$ cat config.mk
export PLATFORM = sky130hd
export DESIGN_NAME = vga_pixel_engine
export DESIGN_NICKNAME = d
export VERILOG_FILES = /design/src/rtl/vga_pixel_engine.sv
export SDC_FILE = /design/constraint.sdc
export NUM_CORES = 1
export LEC_CHECK = 0
export CAP_MARGIN = 10
export CORE_UTILIZATION = 40
export CTS_CLUSTER_SIZE = 25
export DETAILED_ROUTE_END_ITERATION = 12
export DONT_BUFFER_PORTS = 1
export GPL_TIMING_DRIVEN = 1
export PLACE_DENSITY = 0.54
export SYNTH_ARGS = -nofsm -noshare
export SYNTH_HDL_FRONTEND = slang
export SYNTH_SLANG_ARGS = --single-unit
$ cat constraint.sdc
create_clock -name clk -period 6.8 [get_ports clk]
set_input_delay 0.68 -clock clk [delete_from_list [all_inputs] [get_ports clk]]
set_output_delay 0.68 -clock clk [all_outputs]
set_load 0.01 [all_outputs]
$ cat src/rtl/vga_pixel_engine.sv
// vga_pixel_engine: pixel sequencer for a 160x120, 12-bit colour framebuffer.
// Emits one pixel per enabled cycle, either a full-screen background clear or
// one period of a sine wave. Optional macro VGA_SIN_AXIS_EN appends a
// horizontal axis line (Y = 60) to the sine job.
module vga_pixel_engine #(
  parameter logic [11:0] BG_COLOR   = 12'h000,
  parameter logic [11:0] FG_COLOR   = 12'hFFF
`ifdef VGA_SIN_AXIS_EN
  ,
  parameter logic [11:0] AXIS_COLOR = 12'h0F0
`endif
) (
  input  logic        clk,
  input  logic        reset,
  input  logic        enable,
  input  logic        mode,
  output logic [7:0]  CounterX,
  output logic [7:0]  CounterY,
  output logic [11:0] color,
  output logic        plot,
  output logic        finished
);

  localparam logic [7:0] H_LAST = 8'd159;
  localparam logic [7:0] V_LAST = 8'd119;
  localparam logic [7:0] Y_MID  = 8'd60;

  typedef enum logic [1:0] {StIdle, StRun, StDone} state_e;

  state_e      state_q, state_d;
  logic [7:0]  x_q, x_d;
  logic [7:0]  y_q, y_d;
  logic [11:0] color_q, color_d;
  logic        plot_q, plot_d;
  logic        finished_q, finished_d;
  logic        mode_q, mode_d;
`ifdef VGA_SIN_AXIS_EN
  logic        axis_q, axis_d;
`endif

  logic [7:0]  x_nxt;
  logic        last_pix;

  // First quadrant of round(50 * sin(2*pi*i/160)), i = 0..40.
  function automatic logic [5:0] sine_rom(input logic [7:0] idx);
    case (idx)
      8'd0:  sine_rom = 6'd0;   8'd1:  sine_rom = 6'd2;   8'd2:  sine_rom = 6'd4;
      8'd3:  sine_rom = 6'd6;   8'd4:  sine_rom = 6'd8;   8'd5:  sine_rom = 6'd10;
      8'd6:  sine_rom = 6'd12;  8'd7:  sine_rom = 6'd14;  8'd8:  sine_rom = 6'd15;
      8'd9:  sine_rom = 6'd17;  8'd10: sine_rom = 6'd19;  8'd11: sine_rom = 6'd21;
      8'd12: sine_rom = 6'd23;  8'd13: sine_rom = 6'd24;  8'd14: sine_rom = 6'd26;
      8'd15: sine_rom = 6'd28;  8'd16: sine_rom = 6'd29;  8'd17: sine_rom = 6'd31;
      8'd18: sine_rom = 6'd32;  8'd19: sine_rom = 6'd34;  8'd20: sine_rom = 6'd35;
      8'd21: sine_rom = 6'd37;  8'd22: sine_rom = 6'd38;  8'd23: sine_rom = 6'd39;
      8'd24: sine_rom = 6'd40;  8'd25: sine_rom = 6'd42;  8'd26: sine_rom = 6'd43;
      8'd27: sine_rom = 6'd44;  8'd28: sine_rom = 6'd45;  8'd29: sine_rom = 6'd45;
      8'd30: sine_rom = 6'd46;  8'd31: sine_rom = 6'd47;  8'd32: sine_rom = 6'd48;
      8'd33: sine_rom = 6'd48;  8'd34: sine_rom = 6'd49;  8'd35: sine_rom = 6'd49;
      8'd36: sine_rom = 6'd49;  8'd37: sine_rom = 6'd50;  8'd38: sine_rom = 6'd50;
      8'd39: sine_rom = 6'd50;  8'd40: sine_rom = 6'd50;
      default: sine_rom = 6'd0;
    endcase
  endfunction

  // Fold X into the first quadrant, look up, and map to screen Y (down is +).
  function automatic logic [7:0] sine_y(input logic [7:0] x);
    logic [7:0] idx;
    logic       neg;
    logic [6:0] s;
    if (x <= 8'd40) begin
      idx = x;            neg = 1'b0;
    end else if (x <= 8'd80) begin
      idx = 8'd80 - x;    neg = 1'b0;
    end else if (x <= 8'd120) begin
      idx = x - 8'd80;    neg = 1'b1;
    end else begin
      idx = 8'd160 - x;   neg = 1'b1;
    end
    s = {1'b0, sine_rom(idx)};
    if (neg) s = -s;
    sine_y = Y_MID - {s[6], s};
  endfunction

  assign x_nxt = (x_q == H_LAST) ? 8'd0 : x_q + 8'd1;

`ifdef VGA_SIN_AXIS_EN
  assign last_pix = mode_q ? (axis_q && x_q == H_LAST) : (x_q == H_LAST && y_q == V_LAST);
`else
  assign last_pix = mode_q ? (x_q == H_LAST) : (x_q == H_LAST && y_q == V_LAST);
`endif

  // Next-state and next-pixel generation.
  always_comb begin
    state_d    = state_q;
    x_d        = x_q;
    y_d        = y_q;
    color_d    = color_q;
    plot_d     = plot_q;
    finished_d = finished_q;
    mode_d     = mode_q;
`ifdef VGA_SIN_AXIS_EN
    axis_d     = axis_q;
`endif
    unique case (state_q)
      StIdle: begin
        if (enable) begin
          state_d = StRun;
          mode_d  = mode;
          plot_d  = 1'b1;
          x_d     = 8'd0;
`ifdef VGA_SIN_AXIS_EN
          axis_d  = 1'b0;
`endif
          if (mode) begin
            y_d     = sine_y(8'd0);
            color_d = FG_COLOR;
          end else begin
            y_d     = 8'd0;
            color_d = BG_COLOR;
          end
        end
      end
      StRun: begin
        if (enable) begin
          if (last_pix) begin
            state_d    = StDone;
            plot_d     = 1'b0;
            finished_d = 1'b1;
          end else begin
            x_d = x_nxt;
            if (mode_q) begin
`ifdef VGA_SIN_AXIS_EN
              // Curve wraps into the axis pass once X passes 159.
              if (axis_q || x_q == H_LAST) begin
                axis_d  = 1'b1;
                y_d     = Y_MID;
                color_d = AXIS_COLOR;
              end else begin
                y_d     = sine_y(x_nxt);
                color_d = FG_COLOR;
              end
`else
              y_d     = sine_y(x_nxt);
              color_d = FG_COLOR;
`endif
            end else begin
              if (x_q == H_LAST) y_d = y_q + 8'd1;
              color_d = BG_COLOR;
            end
          end
        end
      end
      StDone: ;
      default: state_d = StIdle;
    endcase
  end

  // State and registered outputs with synchronous active-low reset.
  always_ff @(posedge clk) begin
    if (!reset) begin
      state_q    <= StIdle;
      x_q        <= 8'd0;
      y_q        <= 8'd0;
      color_q    <= 12'h000;
      plot_q     <= 1'b0;
      finished_q <= 1'b0;
      mode_q     <= 1'b0;
`ifdef VGA_SIN_AXIS_EN
      axis_q     <= 1'b0;
`endif
    end else begin
      state_q    <= state_d;
      x_q        <= x_d;
      y_q        <= y_d;
      color_q    <= color_d;
      plot_q     <= plot_d;
      finished_q <= finished_d;
      mode_q     <= mode_d;
`ifdef VGA_SIN_AXIS_EN
      axis_q     <= axis_d;
`endif
    end
  end

  assign CounterX = x_q;
  assign CounterY = y_q;
  assign color    = color_q;
  assign plot     = plot_q;
  assign finished = finished_q;

endmodule

==> impl_metrics.py <==
metrics = {
    "status": {
        "status": "complete, no violations",
    },
    "global_route": {
        "grt_first_pass_wirelength_mm": 13.6,
        "grt_max_degree": 21,
        "track_usage_pct": 22.3,
        "antenna_found_initial": 0,
        "gr-total-overflow": 0,
        "grt_pass1_vias": 2591,
    },
    "clock_tree": {
        "cts_root_buf": "clkbuf_8",
        "clk_latency_ns": 0.26,
        "cts_tree": "done",
        "cts_made_buffers": 3,
        "cts.sinks": 22,
        "ctsResizeCount": 0,
        "clk_pin_slew_ns": 0.08,
        "cts_buffer_depth": 2,
        "h-tree-depth": 1,
        "ctsHoldBuffers": 0,
        "post_cts_buffers": 0,
    },
    "yosys": {
        "synth_seq_area_share_pct": 15.1,
        "synth_edf_count": 0,
        "ys_ff_latch": 22,
        "synthesis.area_um2": 2910,
        "async_flop_share_pct": 0,
        "synth_cell_types": 80,
        "synth.avg_cell_area_um2": 7.40,
        "syn_inst": 393,
        "synthFlopType": "dfxtp_1",
        "syn_nets": 410,
        "yosysWarnings": 0,
    },
    "timing": {
        "drv_slew": 0,
        "fmax_mhz": 171,
        "tightest_slew_ns": 1.17,
        "min_period_over_period_pct": 85.8,
        "setup_tns_ns": 0,
        "rsz0062_at_grt": "false",
        "final_hold_viol_count": 0,
        "relSlewSlack_pct": 22.0,
        "whs_ns": 0.503,
        "finClkSkew_ns": 0.00656,
        "min_period_ns": 5.84,
        "setup_viol": 0,
    },
    "worst_setup_path": {
        "required_ns": 6.98,
        "path_class": "reg2reg",
        "r2r_slack_ns": 0.96,
        "endpoint": "CounterY[2]",
        "reg2reg_depth": 25,
        "r2r-start": "CounterX[1]",
        "crit_start": "CounterX[1]",
        "rr_endpoint": "CounterY[2]",
        "cp-end-kind": "register",
        "arrival_ns": 6.02,
        "critPathMaxFanout": 14,
        "startpoint_type": "register",
    },
    "pwr": {
        "p_clk_share_pct": 32.2,
        "seqPwrFrac_pct": 50.7,
        "combPwrFrac_pct": 17.1,
        "internal-power_mw": 0.203,
        "power.switching_mw": 0.0848,
        "leakage_nw": 1.03,
        "powerDensity_nw_per_um2": 97.5,
        "peakVddDrop_uv": 131,
        "p_sw_share_pct": 29.5,
    },
    "cells_and_area": {
        "nets": 389,
        "final-instance-count-excl-fill": 467,
        "drive_gt1_share_pct": 9.43,
        "area_growth_pct": 1.33,
        "antenna_cells": 0,
    },
    "floorplanning": {
        "dieArea_um2": 7620,
        "rows": 30,
        "die_w_um": 87.3,
        "start_util_pct": 42.1,
        "dieHeight_um": 87.3,
        "coreArea_um2": 6910,
        "num_io_pins": 34,
    },
    "job": {
        "maxCapViolCount": 0,
    },
    "placed_design": {
        "hpwl_mm": 6.17,
        "gp_congestion": 0.855,
        "post-place-cells": 463,
        "io_buffers": 0,
    },
    "detailed_routing": {
        "wl_per_cell_um": 17.5,
        "routed-via-count": 2911,
        "ant_nets": 0,
        "drt-pass1-iter-count": 5,
        "wirelength_mm": 8.16,
        "dr.first_iter.drc_count": 310,
        "via_per_inst": 6.23,
        "route.detailed.drc": 0,
    },
    "min_path": {
        "min_path_type": "reg2reg",
        "hold_depth": 1,
    },
}
[kinds of logic (layout without fill, tap and decap cells)]
group,count (synthesis),after routing,synth area share [%]
xor+xnor,21,21,7.87
compound gates,134,134,34.6
flops,22,22,15.1
buf+inv,48,26,8.17
mux,9,9,3.23
simple gates,146,146,25.4
fa+ha+maj,13,13,5.59
[flip-flops by register name, summed over array words and instances (netlist names)]
| register | cells |
|---|---|
| CounterX | 8 |
| finished | 1 |
| color | 1 |
| plot | 1 |
| CounterY | 8 |
| state_q | 2 |
| mode_q | 1 |
[how the worst min path moves through the flow]
stage          startpoint         end  slack, ns
3_3_place_gp   state_q[1]  state_q[0]       0.48
3_5_place_dp   state_q[1]  state_q[0]       0.49
5_1_grt        state_q[1]  state_q[0]       0.52
4_1_cts        state_q[1]  state_q[0]       0.50
6_report       state_q[1]  state_q[0]       0.50
2_1_floorplan  state_q[1]  state_q[0]       0.45
[Yosys cell counts (9+ instances only)]
master | number | share of area (%)
nor2_1 | 47 | 6.1
nand2_1 | 29 | 3.7
a21oi_1 | 23 | 4.0
dfxtp_1 | 22 | 15
inv_1 | 16 | 2.1
o21ai_0 | 16 | 2.8
ha_1 | 13 | 5.6
nand3_1 | 13 | 2.2
a31oi_1 | 11 | 2.4
buf_4 | 11 | 2.8
clkbuf_1 | 11 | 1.4
nor3_1 | 11 | 1.9
xnor2_1 | 10 | 3.0
a22oi_1 | 9 | 2.3
[layout by cell type, fill, tap and decap left out, types with 6 or more instances in the layout]
cell type  synthesis  final
o21ai_0           16     16
nor2_1            47     47
mux2i_1            6      6
nand3_1           13     13
nor3_1            11     11
nand2_1           29     29
xnor2_1           10     10
a22oi_1            9      9
ha_1              13     13
a211oi_1           7      7
dfxtp_1           22     22
a21oi_1           23     23
o211ai_1           7      7
inv_1             16     16
a31oi_1           11     11
[metrics by stage]
stage / total power [mW] / cell area [µm²] / setup WS [ns] / util (%)
final: 0.288 / 2950 / 0.963 / 42.7
after global routing: 0.303 / 2950 / 0.421 / 42.7
after global placement: 0.197 / 2890 / 1.13 / 41.9
after detailed placement: 0.197 / 2890 / 1.05 / 41.9
after CTS: 0.291 / 2950 / 1.04 / 42.7
after floorplan: 0.191 / 2910 / 1.67 / -
[critical path, stage by stage, from the launching register on]
cell      delay [ns]
dfxtp_1         0.59
ha_1            0.57
and4b_1         0.32
nand2_1         0.11
a21oi_1         0.23
inv_1           0.14
ha_1            0.24
o211a_1         0.16
a21o_1          0.27
o221ai_2        0.29
xnor2_2         0.21
inv_1           0.13
ha_1            0.23
a221oi_1        0.27
o21ai_0         0.12
o22ai_1         0.16
mux2i_1         0.10
a22oi_1         0.22
and2_1          0.18
inv_1           0.04
ha_1            0.28
mux2i_1         0.18
ha_1            0.21
xor2_1          0.07
a211o_1         0.30
a31oi_1         0.14
[cell type report]
cell class                 count  area, µm²
fill                         742       3960
multi-input combinational    323       2230
sequential                    22        440
tap                           96        120
inverter                      17       63.8
clock buffer                   4       55.1
timing repair buffer           5       37.5
[power by group through the flow]
stage | clock, mW | sequential, mW | combinational [mW]
finish | 0.0927 | 0.146 | 0.0492
global route | 0.100 | 0.147 | 0.0557
CTS | 0.0963 | 0.146 | 0.0491
detailed placement | 0 | 0.149 | 0.0488
global placement | 0 | 0.149 | 0.0487
floorplan | 0 | 0.143 | 0.0481
[metal layers]
metal / global-route usage [%] / routed length, µm
met5: 0 / 0
met4: 5.81 / 84
met3: 2.56 / 463
met2: 34.7 / 3640
met1: 32.5 / 3970
(Power assumes the default switching activity.)
